<file path="src/rtl/ctrl_pkg.sv">
// ctrl_pkg: shared definitions for the ezRISC multi-cycle control unit.
// Holds the opcode map, ALU operation codes, datapath control-word bit
// indices, FSM state encodings and instruction-class enumeration.
package ctrl_pkg;

    // Legacy opcode encoding (27..31 are illegal).
    localparam int OP_LD   = 0;
    localparam int OP_LDI  = 1;
    localparam int OP_ST   = 2;
    localparam int OP_ADD  = 3;
    localparam int OP_SUB  = 4;
    localparam int OP_SHR  = 5;
    localparam int OP_SHL  = 6;
    localparam int OP_ROR  = 7;
    localparam int OP_ROL  = 8;
    localparam int OP_AND  = 9;
    localparam int OP_OR   = 10;
    localparam int OP_ADDI = 11;
    localparam int OP_ANDI = 12;
    localparam int OP_ORI  = 13;
    localparam int OP_MUL  = 14;
    localparam int OP_DIV  = 15;
    localparam int OP_NEG  = 16;
    localparam int OP_NOT  = 17;
    localparam int OP_BR   = 18;
    localparam int OP_JR   = 19;
    localparam int OP_JAL  = 20;
    localparam int OP_IN   = 21;
    localparam int OP_OUT  = 22;
    localparam int OP_MFHI = 23;
    localparam int OP_MFLO = 24;
    localparam int OP_NOP  = 25;
    localparam int OP_HALT = 26;

    // ALU operation select codes.
    localparam int ALU_AND = 0;
    localparam int ALU_OR  = 1;
    localparam int ALU_ADD = 2;
    localparam int ALU_SUB = 3;
    localparam int ALU_MUL = 4;
    localparam int ALU_DIV = 5;
    localparam int ALU_SHR = 6;
    localparam int ALU_SHL = 7;
    localparam int ALU_ROR = 8;
    localparam int ALU_ROL = 9;
    localparam int ALU_NEG = 10;
    localparam int ALU_NOT = 11;

    // Packed datapath control word.
    localparam int CTLW           = 26;
    localparam int CTL_GRA        = 0;
    localparam int CTL_GRB        = 1;
    localparam int CTL_GRC        = 2;
    localparam int CTL_R_IN       = 3;
    localparam int CTL_R_OUT      = 4;
    localparam int CTL_BA_OUT     = 5;
    localparam int CTL_HI_IN      = 6;
    localparam int CTL_HI_OUT     = 7;
    localparam int CTL_LO_IN      = 8;
    localparam int CTL_LO_OUT     = 9;
    localparam int CTL_PC_IN      = 10;
    localparam int CTL_PC_OUT     = 11;
    localparam int CTL_IR_IN      = 12;
    localparam int CTL_Z_IN       = 13;
    localparam int CTL_Z_HIGH_OUT = 14;
    localparam int CTL_Z_LOW_OUT  = 15;
    localparam int CTL_INPORT_OUT = 16;
    localparam int CTL_C_OUT      = 17;
    localparam int CTL_Y_IN       = 18;
    localparam int CTL_MAR_IN     = 19;
    localparam int CTL_OUTPORT_IN = 20;
    localparam int CTL_MDR_IN     = 21;
    localparam int CTL_MDR_OUT    = 22;
    localparam int CTL_INC_PC     = 23;
    localparam int CTL_CON_IN     = 24;
    localparam int CTL_LINK_SEL   = 25;

    typedef enum logic [5:0] {
        S_RST   = 6'd0,
        S_F0    = 6'd1,
        S_F1    = 6'd2,
        S_FM    = 6'd3,
        S_F2    = 6'd4,
        S_DEC   = 6'd5,
        S_E1    = 6'd6,
        S_EA    = 6'd7,
        S_E3    = 6'd8,
        S_EM    = 6'd9,
        S_MR    = 6'd10,
        S_WB    = 6'd11,
        S_SD    = 6'd12,
        S_MW    = 6'd13,
        S_LO    = 6'd14,
        S_HI    = 6'd15,
        S_B1    = 6'd16,
        S_B2    = 6'd17,
        S_B3    = 6'd18,
        S_B4    = 6'd19,
        S_JR    = 6'd20,
        S_J1    = 6'd21,
        S_J2    = 6'd22,
        S_IN    = 6'd23,
        S_OUT   = 6'd24,
        S_MFHI  = 6'd25,
        S_MFLO  = 6'd26,
        S_HALT  = 6'd27,
        S_FAULT = 6'd28
    } state_t;

    typedef enum logic [4:0] {
        CLS_ALU3   = 5'd0,
        CLS_ALUI   = 5'd1,
        CLS_UNARY  = 5'd2,
        CLS_LD     = 5'd3,
        CLS_LDI    = 5'd4,
        CLS_ST     = 5'd5,
        CLS_MULDIV = 5'd6,
        CLS_BR     = 5'd7,
        CLS_JR     = 5'd8,
        CLS_JAL    = 5'd9,
        CLS_IN     = 5'd10,
        CLS_OUT    = 5'd11,
        CLS_MFHI   = 5'd12,
        CLS_MFLO   = 5'd13,
        CLS_NOP    = 5'd14,
        CLS_HALT   = 5'd15,
        CLS_ILL    = 5'd16
    } cls_t;

endpackage

</file>
<file path="src/rtl/ctrl_decode.sv">
// ctrl_decode: combinational opcode classifier.
//   opcode  in   OPW     opcode field from the IR
//   cls     out  cls_t   instruction class
//   alu_op  out  ALUOPW  ALU operation used in the EA state
//   illegal out  1       opcode outside the legal map
module ctrl_decode
    import ctrl_pkg::*;
#(
    parameter int OPW    = 5,
    parameter int ALUOPW = 4
) (
    input  logic [OPW-1:0]    opcode,
    output cls_t              cls,
    output logic [ALUOPW-1:0] alu_op,
    output logic              illegal
);

    always_comb begin
        cls    = CLS_ILL;
        alu_op = '0;
        case (int'(opcode))
            OP_LD:   begin cls = CLS_LD;     alu_op = ALUOPW'(ALU_ADD); end
            OP_LDI:  begin cls = CLS_LDI;    alu_op = ALUOPW'(ALU_ADD); end
            OP_ST:   begin cls = CLS_ST;     alu_op = ALUOPW'(ALU_ADD); end
            OP_ADD:  begin cls = CLS_ALU3;   alu_op = ALUOPW'(ALU_ADD); end
            OP_SUB:  begin cls = CLS_ALU3;   alu_op = ALUOPW'(ALU_SUB); end
            OP_SHR:  begin cls = CLS_ALU3;   alu_op = ALUOPW'(ALU_SHR); end
            OP_SHL:  begin cls = CLS_ALU3;   alu_op = ALUOPW'(ALU_SHL); end
            OP_ROR:  begin cls = CLS_ALU3;   alu_op = ALUOPW'(ALU_ROR); end
            OP_ROL:  begin cls = CLS_ALU3;   alu_op = ALUOPW'(ALU_ROL); end
            OP_AND:  begin cls = CLS_ALU3;   alu_op = ALUOPW'(ALU_AND); end
            OP_OR:   begin cls = CLS_ALU3;   alu_op = ALUOPW'(ALU_OR);  end
            OP_ADDI: begin cls = CLS_ALUI;   alu_op = ALUOPW'(ALU_ADD); end
            OP_ANDI: begin cls = CLS_ALUI;   alu_op = ALUOPW'(ALU_AND); end
            OP_ORI:  begin cls = CLS_ALUI;   alu_op = ALUOPW'(ALU_OR);  end
            OP_MUL:  begin cls = CLS_MULDIV; alu_op = ALUOPW'(ALU_MUL); end
            OP_DIV:  begin cls = CLS_MULDIV; alu_op = ALUOPW'(ALU_DIV); end
            OP_NEG:  begin cls = CLS_UNARY;  alu_op = ALUOPW'(ALU_NEG); end
            OP_NOT:  begin cls = CLS_UNARY;  alu_op = ALUOPW'(ALU_NOT); end
            OP_BR:   begin cls = CLS_BR;     alu_op = ALUOPW'(ALU_ADD); end
            OP_JR:   cls = CLS_JR;
            OP_JAL:  cls = CLS_JAL;
            OP_IN:   cls = CLS_IN;
            OP_OUT:  cls = CLS_OUT;
            OP_MFHI: cls = CLS_MFHI;
            OP_MFLO: cls = CLS_MFLO;
            OP_NOP:  cls = CLS_NOP;
            OP_HALT: cls = CLS_HALT;
            default: cls = CLS_ILL;
        endcase
        illegal = (cls == CLS_ILL);
    end

endmodule

</file>
<file path="src/rtl/ctrl_seq_hs.sv">
// ctrl_seq_hs: multi-cycle control unit for the ezRISC datapath with
// memory/ALU handshakes, wait timeout, stop/resume and retire counter.
//   clk, reset_n  clock, synchronous active-low reset
//   ir_data       IR contents (opcode in [OP_LSB+OPW-1:OP_LSB])
//   con_out       branch condition flag
//   mem_ack       memory transfer complete
//   alu_done      ALU result valid
//   stop/resume   halt at next instruction boundary / leave HALT
//   ctl, alu_op   datapath strobes and ALU op select
//   alu_start     one-cycle pulse on entry to EA
//   mem_req/we    memory request and write qualifier
//   run, fault    running / sticky fault status
//   retired       completed-instruction count
//   state_dbg     present state encoding
//
// Handshakes: mem_req is the valid and stays high, with a stable mem_we,
// until a cycle in which mem_ack=1; that cycle completes the transfer and
// the FSM leaves the wait state on the same edge. For the ALU, alu_start
// marks the request and z_in stays high until a cycle with alu_done=1.
module ctrl_seq_hs
    import ctrl_pkg::*;
#(
    parameter int IW           = 32,
    parameter int OPW          = 5,
    parameter int OP_LSB       = 27,
    parameter int ALUOPW       = 4,
    parameter int TMO_W        = 8,
    parameter int WAIT_TIMEOUT = 255,
    parameter int CNTW         = 32
) (
    input  logic              clk,
    input  logic              reset_n,
    input  logic [IW-1:0]     ir_data,
    input  logic              con_out,
    input  logic              mem_ack,
    input  logic              alu_done,
    input  logic              stop,
    input  logic              resume,
    output logic [CTLW-1:0]   ctl,
    output logic [ALUOPW-1:0] alu_op,
    output logic              alu_start,
    output logic              mem_req,
    output logic              mem_we,
    output logic              run,
    output logic              fault,
    output logic [CNTW-1:0]   retired,
    output logic [5:0]        state_dbg
);

    state_t              state, state_nxt;
    cls_t                cls_q, dec_cls;
    logic [ALUOPW-1:0]   aop_q, dec_aop;
    logic                dec_illegal;
    logic [TMO_W-1:0]    tmo_cnt;
    logic                boundary;
    logic                is_wait, hs_ok, tmo_hit;
    logic                unused_ir;

    ctrl_decode #(.OPW(OPW), .ALUOPW(ALUOPW)) u_decode (
        .opcode  (ir_data[OP_LSB +: OPW]),
        .cls     (dec_cls),
        .alu_op  (dec_aop),
        .illegal (dec_illegal)
    );

    assign unused_ir = ^ir_data;

    assign is_wait = (state == S_FM) || (state == S_MR) ||
                     (state == S_MW) || (state == S_EA);
    assign hs_ok   = (state == S_EA) ? alu_done : mem_ack;
    // The cycle that would make the count reach WAIT_TIMEOUT goes to FAULT.
    assign tmo_hit = (WAIT_TIMEOUT != 0) && is_wait && !hs_ok &&
                     ((int'(tmo_cnt) + 1) == WAIT_TIMEOUT);

    // Next state
    always_comb begin
        state_nxt = state;
        boundary  = 1'b0;
        case (state)
            S_RST: state_nxt = S_F0;
            S_F0:  state_nxt = S_F1;
            S_F1:  state_nxt = S_FM;
            S_FM:  if (mem_ack) state_nxt = S_F2;
            S_F2:  state_nxt = S_DEC;
            S_DEC: begin
                if (dec_illegal) begin
                    state_nxt = S_FAULT;
                end else begin
                    case (dec_cls)
                        CLS_ALU3, CLS_ALUI, CLS_LD, CLS_LDI, CLS_ST,
                        CLS_MULDIV: state_nxt = S_E1;
                        CLS_UNARY:  state_nxt = S_EA;
                        CLS_BR:     state_nxt = S_B1;
                        CLS_JR:     state_nxt = S_JR;
                        CLS_JAL:    state_nxt = S_J1;
                        CLS_IN:     state_nxt = S_IN;
                        CLS_OUT:    state_nxt = S_OUT;
                        CLS_MFHI:   state_nxt = S_MFHI;
                        CLS_MFLO:   state_nxt = S_MFLO;
                        CLS_NOP:    boundary  = 1'b1;
                        CLS_HALT:   state_nxt = S_HALT;
                        default:    state_nxt = S_FAULT;
                    endcase
                end
            end
            S_E1: state_nxt = S_EA;
            S_EA: begin
                if (alu_done) begin
                    case (cls_q)
                        CLS_LD, CLS_ST: state_nxt = S_EM;
                        CLS_MULDIV:     state_nxt = S_LO;
                        default:        state_nxt = S_E3;
                    endcase
                end
            end
            S_EM:  state_nxt = (cls_q == CLS_ST) ? S_SD : S_MR;
            S_MR:  if (mem_ack) state_nxt = S_WB;
            S_SD:  state_nxt = S_MW;
            S_MW:  if (mem_ack) boundary = 1'b1;
            S_LO:  state_nxt = S_HI;
            S_B1:  state_nxt = S_B2;
            S_B2:  state_nxt = S_B3;
            S_B3:  state_nxt = S_B4;
            S_J1:  state_nxt = S_J2;
            S_E3, S_WB, S_HI, S_B4, S_JR, S_J2, S_IN, S_OUT, S_MFHI,
            S_MFLO: boundary = 1'b1;
            S_HALT:  if (resume) state_nxt = S_F0;
            S_FAULT: state_nxt = S_FAULT;
            default: state_nxt = S_FAULT;
        endcase
        if (boundary) state_nxt = stop ? S_HALT : S_F0;
        if (tmo_hit)  state_nxt = S_FAULT;
    end

    always_ff @(posedge clk) begin
        if (!reset_n) begin
            state     <= S_RST;
            cls_q     <= CLS_NOP;
            aop_q     <= '0;
            tmo_cnt   <= '0;
            alu_start <= 1'b0;
            retired   <= '0;
        end else begin
            state <= state_nxt;
            if (state == S_DEC) begin
                cls_q <= dec_cls;
                aop_q <= dec_aop;
            end
            if (state_nxt != state)
                tmo_cnt <= '0;
            else if (is_wait)
                tmo_cnt <= tmo_cnt + TMO_W'(1);
            alu_start <= (state_nxt == S_EA) && (state != S_EA);
            if (boundary)
                retired <= retired + CNTW'(1);
        end
    end

    // Moore output decode (B4's pc_in is qualified by con_out).
    always_comb begin
        ctl     = '0;
        alu_op  = '0;
        mem_req = 1'b0;
        mem_we  = 1'b0;
        run     = 1'b1;
        case (state)
            S_F0: begin
                ctl[CTL_PC_OUT] = 1'b1; ctl[CTL_MAR_IN] = 1'b1;
                ctl[CTL_INC_PC] = 1'b1; ctl[CTL_Z_IN]   = 1'b1;
                alu_op = ALUOPW'(ALU_ADD);
            end
            S_F1: begin ctl[CTL_Z_LOW_OUT] = 1'b1; ctl[CTL_PC_IN] = 1'b1; end
            S_FM: begin mem_req = 1'b1; ctl[CTL_MDR_IN] = 1'b1; end
            S_F2: begin ctl[CTL_MDR_OUT] = 1'b1; ctl[CTL_IR_IN] = 1'b1; end
            S_DEC: ;
            S_E1: begin
                ctl[CTL_Y_IN] = 1'b1;
                case (cls_q)
                    CLS_LD, CLS_LDI, CLS_ST: begin
                        ctl[CTL_GRB] = 1'b1; ctl[CTL_BA_OUT] = 1'b1;
                    end
                    CLS_MULDIV: begin
                        ctl[CTL_GRA] = 1'b1; ctl[CTL_R_OUT] = 1'b1;
                    end
                    default: begin
                        ctl[CTL_GRB] = 1'b1; ctl[CTL_R_OUT] = 1'b1;
                    end
                endcase
            end
            S_EA: begin
                ctl[CTL_Z_IN] = 1'b1;
                alu_op = aop_q;
                case (cls_q)
                    CLS_ALU3: begin
                        ctl[CTL_GRC] = 1'b1; ctl[CTL_R_OUT] = 1'b1;
                    end
                    CLS_UNARY, CLS_MULDIV: begin
                        ctl[CTL_GRB] = 1'b1; ctl[CTL_R_OUT] = 1'b1;
                    end
                    default: ctl[CTL_C_OUT] = 1'b1;
                endcase
            end
            S_E3: begin
                ctl[CTL_Z_LOW_OUT] = 1'b1; ctl[CTL_GRA] = 1'b1; ctl[CTL_R_IN] = 1'b1;
            end
            S_EM: begin ctl[CTL_Z_LOW_OUT] = 1'b1; ctl[CTL_MAR_IN] = 1'b1; end
            S_MR: begin mem_req = 1'b1; ctl[CTL_MDR_IN] = 1'b1; end
            S_WB: begin
                ctl[CTL_MDR_OUT] = 1'b1; ctl[CTL_GRA] = 1'b1; ctl[CTL_R_IN] = 1'b1;
            end
            S_SD: begin
                ctl[CTL_GRA] = 1'b1; ctl[CTL_R_OUT] = 1'b1; ctl[CTL_MDR_IN] = 1'b1;
            end
            S_MW: begin mem_req = 1'b1; mem_we = 1'b1; end
            S_LO: begin ctl[CTL_Z_LOW_OUT] = 1'b1; ctl[CTL_LO_IN] = 1'b1; end
            S_HI: begin ctl[CTL_Z_HIGH_OUT] = 1'b1; ctl[CTL_HI_IN] = 1'b1; end
            S_B1: begin
                ctl[CTL_GRA] = 1'b1; ctl[CTL_R_OUT] = 1'b1; ctl[CTL_CON_IN] = 1'b1;
            end
            S_B2: begin ctl[CTL_PC_OUT] = 1'b1; ctl[CTL_Y_IN] = 1'b1; end
            S_B3: begin
                ctl[CTL_C_OUT] = 1'b1; ctl[CTL_Z_IN] = 1'b1;
                alu_op = ALUOPW'(ALU_ADD);
            end
            S_B4: begin ctl[CTL_Z_LOW_OUT] = 1'b1; ctl[CTL_PC_IN] = con_out; end
            S_JR: begin
                ctl[CTL_GRA] = 1'b1; ctl[CTL_R_OUT] = 1'b1; ctl[CTL_PC_IN] = 1'b1;
            end
            S_J1: begin
                ctl[CTL_PC_OUT] = 1'b1; ctl[CTL_R_IN] = 1'b1; ctl[CTL_LINK_SEL] = 1'b1;
            end
            S_J2: begin
                ctl[CTL_GRA] = 1'b1; ctl[CTL_R_OUT] = 1'b1; ctl[CTL_PC_IN] = 1'b1;
            end
            S_IN: begin
                ctl[CTL_GRA] = 1'b1; ctl[CTL_R_IN] = 1'b1; ctl[CTL_INPORT_OUT] = 1'b1;
            end
            S_OUT: begin
                ctl[CTL_GRA] = 1'b1; ctl[CTL_R_OUT] = 1'b1; ctl[CTL_OUTPORT_IN] = 1'b1;
            end
            S_MFHI: begin
                ctl[CTL_HI_OUT] = 1'b1; ctl[CTL_GRA] = 1'b1; ctl[CTL_R_IN] = 1'b1;
            end
            S_MFLO: begin
                ctl[CTL_LO_OUT] = 1'b1; ctl[CTL_GRA] = 1'b1; ctl[CTL_R_IN] = 1'b1;
            end
            default: run = 1'b0;   // RST, HALT, FAULT
        endcase
    end

    assign fault     = (state == S_FAULT);
    assign state_dbg = state;

endmodule

</file>
<file path="config.mk">
export PLATFORM = sky130hd
export DESIGN_NAME = ctrl_seq_hs
export DESIGN_NICKNAME = d
export VERILOG_FILES = /design/src/rtl/ctrl_pkg.sv /design/src/rtl/ctrl_decode.sv /design/src/rtl/ctrl_seq_hs.sv
export SDC_FILE = /design/constraint.sdc
export NUM_CORES = 1
export LEC_CHECK = 0
export ABC_CLOCK_PERIOD_IN_PS = 4640
export BUFFER_PORTS_ARGS = -buffer_cell sky130_fd_sc_hd__buf_2
export CORE_MARGIN = 2
export CORE_UTILIZATION = 59
export CTS_CLUSTER_SIZE = 24
export DETAILED_ROUTE_END_ITERATION = 6
export PLACE_DENSITY = 0.87
export SLEW_MARGIN = 20
export SYNTH_ARGS = -nofsm -noshare
export SYNTH_HDL_FRONTEND = slang
export SYNTH_HIERARCHICAL = 1
export SYNTH_SLANG_ARGS = --single-unit
</file>
<file path="constraint.sdc">
create_clock -name clk -period 4.64 [get_ports clk]
set_input_delay 0.928 -clock clk [delete_from_list [all_inputs] [get_ports clk]]
set_output_delay 0.928 -clock clk [all_outputs]
set_load 0.01 [all_outputs]
</file>
==> flow_results.org, run 1 <==
** GRT
- After global routing the overflow that remains totals 0.
- Number of global-route vias before repair :: between 4,000 and 5,000
- The first global-routing pass estimated approximately 19,000 µm of wire.
- The number of antenna violations at the first check in global routing is 0.
- Global routing used 27.80% of the available tracks across all layers.
- Pin count of the biggest net entering global routing :: 48

** Clock network
- Post-CTS setup buffer count :: 0
- The clock passes through at most 2 buffers.
- Clock tree synthesis inserted a total of 5 buffers.
- Clock-pin slew reported for the worst setup and hold paths after clock tree synthesis :: ~0.10 ns
- Latest clock arrival within the worst-skew pair :: about 0.32 ns
- Once the clock tree was built, the resizer swapped 0 gates to a different size.
- Root buffer selected by CTS :: clkbuf_8
- TritonCTS built the clock tree.
- For this design, the CTS-stage hold fixing added 0 buffers.
- Number of H-tree levels :: 2
- CTS sink cnt :: 56

** Timing
- Final Hold Violating Endpoints :: 0
- The final count of pins violating max slew is 0.
- The smallest clock period supported by the final layout is computed as 3.858 ns.
- Post-route clock period utilization :: 83.15%
- Setup_tns :: 0 ns
- For the pin with the worst max-slew slack, the measured transition is 0.8484 ns.
- Setup repair after global routing left no endpoint under its margin.
- Worst clock skew :: 0.008891 ns
- Minimum hold slack :: around 0.47 ns
- Finish-stage setup viols :: 0
- Headroom to the max-slew limit came out at between 40% and 50%.
- Derived from the worst setup path, the maximum achievable clock frequency is 0.2592 GHz.

** Synth
- Summing every instance area after synthesis gives 0.004409 mm².
- Averaged over all synthesized cells, the footprint is 7.499 µm².
- Largest cells by area after synthesis :: dfxtp_1 (25%), nand2_1 (5.8%), xor2_1 (5.6%), and2_1 (4.3%), nor2_1 (3.7%)
- Synthesis inferred 56 register bits.
- For this run, the leading register cell type out of synthesis is dfxtp_1.
- For this run, the number of Yosys warnings is 6.
- Number of synthesized flops with an enable pin :: 0
- Synth unique cells :: 77
- The number of nets in the synthesized netlist is 630.
- After technology mapping, the gate count stands at 588.
- The biggest area contributor in the post-synthesis netlist is dfxtp_1.
- Synth async-reset ratio :: 0%
- Summed over its instances, the top area cell type makes up 25.43% of the synthesized netlist area.
- The share of the Yosys chip area taken by registers is 25.43%.

** Drt
- Total met2 wirelength after detailed routing :: 5608 µm
- Via density per instance :: approximately 6.1
- Before antenna repair, the detailed router went through 6 iterations.
- Iteration-0 DRC count of the detailed router :: 500
- Overall via count from detail_route :: around 4,500
- For this run, design rule violations remaining after detail routing come to 0.
- The routed design has 11,560 µm of wire.
- Top Layer Used :: met4
- Detailed routing placed a total of 806 µm of wire on met3.
- WL met1 :: between 4000 and 5000 µm
- Final routed wire length divided by cell count :: 15.56 µm
- Final ANT Viol Nets :: 0

** Layout
- Leaving out fill and tap cells, the most frequent cell in the layout is buf_2.
- In the final design database the tool counted around 700 nets.
- Proportion of layout cells with a drive suffix above 1 :: 19.10%
- Relative to the synthesized area, the layout overhead comes to 11.24%.
- Fill count :: 654
- Cells fill 67.62% of the core in the end.
- Antenna diode count :: 0
- In the final layout, the multi-input gates occupy 0.003024 mm².
- Storage element area :: 0.001121 mm²
- Leaving out fill and tap cells, the most frequent cells in the layout are buf_2 (84), nand2_1 (68), dfxtp_1 (56).

** Critical path
- Setup slack of the most critical reg-to-reg path :: 1.15 ns
- The worst register-to-register path ends at tmo_cnt[3].
- STA puts the critical path data arrival time at 4.09 ns.
- Reg-to-reg startpoint :: state_dbg[2]
- Critical path type :: in -> reg
- Cells on worst reg2reg path :: 7
- STA classifies the critical path endpoint as a flip-flop.
- Data required time of the critical path :: 4.87 ns
- The worst setup path is launched from an input pin.
- Critical-path maximum fanout :: 14

** Min path
- Along the worst hold path, the cell count comes to 2.
- The path class of the tightest hold or removal check is reg -> reg.
- The startpoint identified for the worst hold timing path is aop_q[2].
- The worst hold path terminates at aop_q[2].

** Pwr
- Worst IR Drop VDD :: 141.1 µV
- Cell internal pwr :: 0.0007486 W
- Registers are responsible for 43.7% of the overall power.
- The clock network burns about a quarter of the power.
- For this design the total switching power over the nets is 0.0004463 W.
- Per report_power, the combinational group accounts for 32.5% of the total.
- Leakage power total :: 2.062 nW
- Fraction of power spent switching nets :: between 30% and 40%
- Dividing total power by cell area gives a power density of 243.6 mW/mm².

** Status
- The run finished with clean final reports.

** Placed design
- Buffers placed on the I/O ports in this run total 84.
- At the end of routability-driven placement, the weighted congestion stood at 0.9427.
- Detailed placement ended at an HPWL of 8324 µm.

** Floorplan
- Area of the placeable core :: 0.007253 mm²
- Die Width :: 90.45 µm
- Number of cell rows :: 31
- Pin placement for this block handled ~110 I/O pins.
- Area of the die :: 0.008181 mm²
- Effective utilization at floorplan :: 60.79%
- Measured along the y axis, the die boundary spans 90.45 µm.

** Run
- The tool flagged a number of max-cap violations equal to 0.
==> per-stage QoR <==
stage / instance area (µm²) / total power (W) / std cells / setup WS (ns)
after global routing: 4905 / 0.001255 / 743 / 0.5189
after detailed placement: 4805 / 0.0009062 / 735 / 0.5445
after global placement: 4805 / 0.0008969 / 735 / 0.7336
after floorplan: 4409 / 0.0008069 / 588 / 1.184
after CTS: 4900 / 0.001190 / 743 / 0.8504
final: 4905 / 0.001195 / 743 / 0.7817
==> area by class of cell <==
class | count | area share, %
flip-flops and latches | 56 | 22.86
clock inverters | 3 | 0.5357
inverters | 12 | 0.9184
clock buffers | 5 | 1.403
multi-input cells | 474 | 61.66
repair buffers | 94 | 10.10
well taps | 99 | 2.526
==> power groups by stage <==
stage | Clock (W) | Combinational (W) | Sequential (W)
after floorplan | 0 | 0.000291 | 0.000516
after global placement | 0 | 0.000366 | 0.000531
after detailed placement | 0 | 0.000375 | 0.000531
after CTS | 0.000290 | 0.000379 | 0.000520
after global routing | 0.000307 | 0.000423 | 0.000525
final | 0.000284 | 0.000389 | 0.000522
==> routing by layer <==
metal | GRT usage, % | vias up
li1 | - | 2195
met1 | 37.24 | 2096
met2 | 46.43 | 205
met3 | 4.591 | 22
met4 | 7.564 | 0
met5 | 0 | -
==> sequential cells by signal, summed over array words and instances, names as in the netlist <==
signal / count
cls_q: 5
retired: 32
tmo_cnt: 8
state_dbg: 6
aop_q: 4
alu_start: 1
==> synthesized netlist by cell type (11+ instances only) <==
cell       n
inv_1     11
xor2_1    28
o21ai_0   25
xnor2_1   15
and3_1    14
clkbuf_1  30
nor2b_1   21
nand2b_1  15
dfxtp_1   56
nand3_1   17
nor3b_1   14
and2_1    30
nor3_1    17
nor2_1    43
a21oi_1   13
nand2_1   68
nand4_1   14
==> cell families (layout without fill, tap and decap cells) <==
kind of cell,after synthesis,after routing,synth area share (%)
xor gates and xnor gates,43,43,8.542
DFF,56,56,25.43
muxes,4,4,0.9081
adders and majority gates,3,3,0.8514
buffers and inverters,58,114,6.101
other,1,1,0.08505
AOI/OAI and AO/OA,115,115,18.59
and+or+nand+nor,308,308,39.50
==> worst max path at each step <==
| stage | to | startpoint |
|---|---|---|
| finish | tmo_cnt[3] | ir_data[28] |
| global route | tmo_cnt[3] | ir_data[28] |
| CTS | tmo_cnt[2] | ir_data[28] |
| detailed placement | tmo_cnt[2] | ir_data[28] |
| global placement | tmo_cnt[3] | ir_data[28] |
| floorplan | tmo_cnt[2] | ir_data[28] |
==> worst max-delay path, cell delays in order <==
cell       delay [ns]
buf_2            0.17
a21oi_1          0.28
xor2_1           0.10
nor2_1           0.46
nand2b_1         0.23
a21oi_1          0.16
a211oi_1         0.08
or4b_1           0.55
a22oi_1          0.27
mux2i_1          0.29
o2111ai_2        0.28
nor3b_1          0.28
Power figures use the tool's default switching activity.
==> inputs of run 2 (changes only) <==
--- a/config.mk
+++ b/config.mk
@@ -5,13 +5,13 @@
 export SDC_FILE = /design/constraint.sdc
 export NUM_CORES = 1
 export LEC_CHECK = 0
-export ABC_CLOCK_PERIOD_IN_PS = 4640
+export ABC_CLOCK_PERIOD_IN_PS = 3650
 export BUFFER_PORTS_ARGS = -buffer_cell sky130_fd_sc_hd__buf_2
 export CORE_MARGIN = 2
-export CORE_UTILIZATION = 59
+export CORE_UTILIZATION = 54
 export CTS_CLUSTER_SIZE = 24
 export DETAILED_ROUTE_END_ITERATION = 6
-export PLACE_DENSITY = 0.87
+export PLACE_DENSITY = 0.81
 export SLEW_MARGIN = 20
 export SYNTH_ARGS = -nofsm -noshare
 export SYNTH_HDL_FRONTEND = slang
==> constraint.sdc (replaced) <==
create_clock -name clk -period 3.65 [get_ports clk]
set_input_delay 0.73 -clock clk [delete_from_list [all_inputs] [get_ports clk]]
set_output_delay 0.73 -clock clk [all_outputs]
set_load 0.01 [all_outputs]
==> run 2 against run 1 <==
Effect of this change: clock skew grew 0.00053 ns; critical endpoint is now tmo_cnt[7]; highest routed layer unchanged; setup slack got worse by 0.49 ns; clock-buffer cell count is the same; cell area is 4.0% higher; global-route usage down 1.0 points; hold slack got worse by 0.0074 ns; sequential share of layout area shrank 0.87 points; clock power is 28% higher; die area increased by 8.8%.
==> flow_results.org, run 2 (synthesized netlist as in run 1, its figures left out) <==
** Status
- Status :: finished, final reports clean

** Critical path
- Launch point of the worst path :: ir_data[28]
- Critical-path maximum fanout :: 8
- The worst register-to-register path has a setup slack of 0.43 ns.
- Startpoint types :: input pin
- In this design, the stage delay of the slowest critical-path cell is 0.57 ns.
- The largest individual stage delay along the critical path comes from the cell or4b_1.
- The worst register-to-register path begins at state_dbg[3].
- On the critical path the largest part of the delay comes from simple AND/OR/NAND/NOR gates.
- The signal on the critical path passes through buf_2 -> nor4b_1 -> nor3_1 -> o211ai_1 -> nand2_1 -> mux2i_1 -> a211oi_1 -> or4b_1 -> a22oi_1 -> mux2i_1 -> o2111ai_2 -> nor3_1.
- The critical path is of the in -> reg type.
- The number of buffers and inverters on the critical path is 1.
- Crit path capture type :: flip-flop
- Data on the critical path arrives at its endpoint at roughly 3.6 ns.
- Data required time of the critical path :: 3.89 ns

** Drt
- The final route contains 4,682 vias.
- After detailed routing, the number of remaining DRC violations is 0.
- Detailed-routing iteration count for the pre-antenna-repair pass :: 6
- The final layout contains routed wiring with a total length of 12,110 µm.
- In the routed layout, each cell is associated on average with a via count of between 6 and 7.
- Final routed wire length divided by cell count :: 15.69 µm
- Once detail routing completed, the nets flagged for antenna violations numbered 0.
- Iteration-0 DRC count of the detailed router :: 454

** Floorplan
- Row generation in the floorplan step produced 32 rows.
- After floorplanning, the core was sized to cover 0.007807 mm².
- Effective utilization at floorplan :: 56.47%
- The floorplan step set the die width to 94.36 µm.
- Area of the die :: slightly below 0.009 mm²
- In this run the count of I/O pins placed on the die edge is 112.
- In this run the vertical extent of the chip is 94.36 µm.

** Timing
- Final Hold Violating Endpoints :: 0
- The final count of pins violating max slew is 0.
- Post-route clock period utilization :: approximately 92%
- Slew at the pin closest to its max-slew limit :: roughly 0.57 ns
- Setup repair after global routing left no endpoint under its margin.
- Finish-stage setup viols :: 0
- Worst clock skew :: 0.009424 ns
- Remaining max-slew budget at the tightest pin :: 61.38%
- Peak clock frequency supported by timing :: between 0.2 and 0.3 GHz
- Counting I/O delays and the setup requirement, the final critical path takes 3.360 ns.
- Minimum hold slack :: 0.4675 ns

** Clock network
- Counting along the longest clock path gives a buffer depth of 2.
- TritonCTS Buffers :: 5
- Root buffer selected by CTS :: clkbuf_8
- Latest clock arrival within the worst-skew pair :: 0.32 ns
- The H-tree was split into 2 levels.
- After clock tree synthesis, the clock-pin slew on the worst setup and hold paths is 0.11 ns.
- Number of hold buffers added after CTS :: 0
- CTS saw 56 sinks.
- TritonCTS built the clock tree.
- Post-CTS setup buffer count :: 0
- Resize count post-CTS :: 0

** Layout
- Number of standard cells in the final layout excluding fillers :: about 770
- Leaving out fill and tap cells, the most frequent cell in the layout is buf_2.
- From synthesis to final layout, the design area changed by 15.64%.
- Most used cells in the layout excluding fill and tap cells :: buf_2 (84), nand2_1 (68), dfxtp_1 (56)
- Fin nets :: 711
- More flip-flops sit in one register than any other, and that register is retired.
- Proportion of layout cells with a drive suffix above 1 :: between 20% and 30%
- Flip-flop count of the largest register, all copies and words added :: 32
- The repair_antennas step left the layout with diodes totalling 0.
- Share of the core filled with cells in the final layout :: between 60% and 70%
- Post-route cell area :: 0.005099 mm²
- Counting the fill cells in the layout gives between 700 and 800.

** Min path
- Worst hold-check path type :: reg -> reg
- Origin of the worst min-delay path :: aop_q[0]

** Pwr
- In this run, flip-flops and latches consume 41.8% of the power.
- Leakage power total :: 2.181 nW
- Worst IR Drop VDD :: 181.4 µV
- The share of total power dissipated in the clock network is between 20% and 30%.
- The internal power of the cells totals about 0.00098 W.
- For this design the ratio of total power to cell area is 306.4 mW/mm².
- Combinational Power Share :: 34.9%
- For this design the total switching power over the nets is 0.0005826 W.
- Fraction of power spent switching nets :: 37.29%

** GRT
- The first global-routing pass estimated about 20,000 µm of wire.
- Number of antenna violations at the first check in global routing :: 0
- The via count of the first global-routing pass came to 4,148.
- The total overflow left after global routing is 0.
- Overall track demand over capacity in global routing :: 26.76%
- Pin count of the biggest net entering global routing :: 47

** Run
- Max-cap violations in this run came to 0.

** Placed design
- DPL Wire Length :: 8867 µm
- Routability-driven placement congestion ratio :: a little over 0.9
- Including well taps, the total number of placed cells is roughly 760.
- Summing all placed instances gives a cell area of 0.005004 mm².
- Number of buffers added on ports :: 84
run 2: stage by stage:
stage / setup TNS (ns) / power [W] / setup WS [ns]
detailed placement: -0.07950 / 0.001197 / -0.03184
CTS: 0 / 0.001556 / 0.3020
global route: 0 / 0.001644 / 0.07715
finish: 0 / 0.001562 / 0.2896
global placement: 0 / 0.001190 / 0.1156
floorplan: 0 / 0.001026 / 0.3921
run 2: tightest hold or removal path, delay by kind of cell (launching register included):
kind            cells  cell delay, ns
compound gates      1            0.06
flops               1            0.32
simple gates        1            0.04
run 2: path summary, 6_finish.rpt:
kind | endpoint | cells past startpoint
max | tmo_cnt[7] | 12
min | aop_q[0] | 2
max reg2reg | tmo_cnt[7] | 8
min reg2reg | aop_q[0] | 2
run 2: power by group through the flow:
stage / Combinational (W) / Clock (W) / Sequential, W
2_1_floorplan: 0.000370 / 0 / 0.000656
3_3_place_gp: 0.000524 / 0 / 0.000666
3_5_place_dp: 0.000530 / 0 / 0.000666
4_1_cts: 0.000534 / 0.000370 / 0.000652
5_1_grt: 0.000591 / 0.000397 / 0.000656
6_report: 0.000546 / 0.000363 / 0.000654
run 2: final cells by class:
type / instances / area (µm²) / share of cell area [%]
clock buffer: 5 / 68.82 / 1.350
timing repair buffer: 120 / 690.7 / 13.55
tap: 102 / 127.6 / 2.503
clock inverter: 3 / 26.28 / 0.5153
sequential: 56 / 1121 / 21.99
multi-input combinational: 474 / 3019 / 59.21
inverter: 12 / 45.04 / 0.8834
run 2: metal layers:
metal / global-route usage (%) / wire [µm]
met5: 0 / 0
met4: 7.126 / 212
met3: 3.591 / 880
met2: 44.35 / 5719
met1: 36.73 / 5300
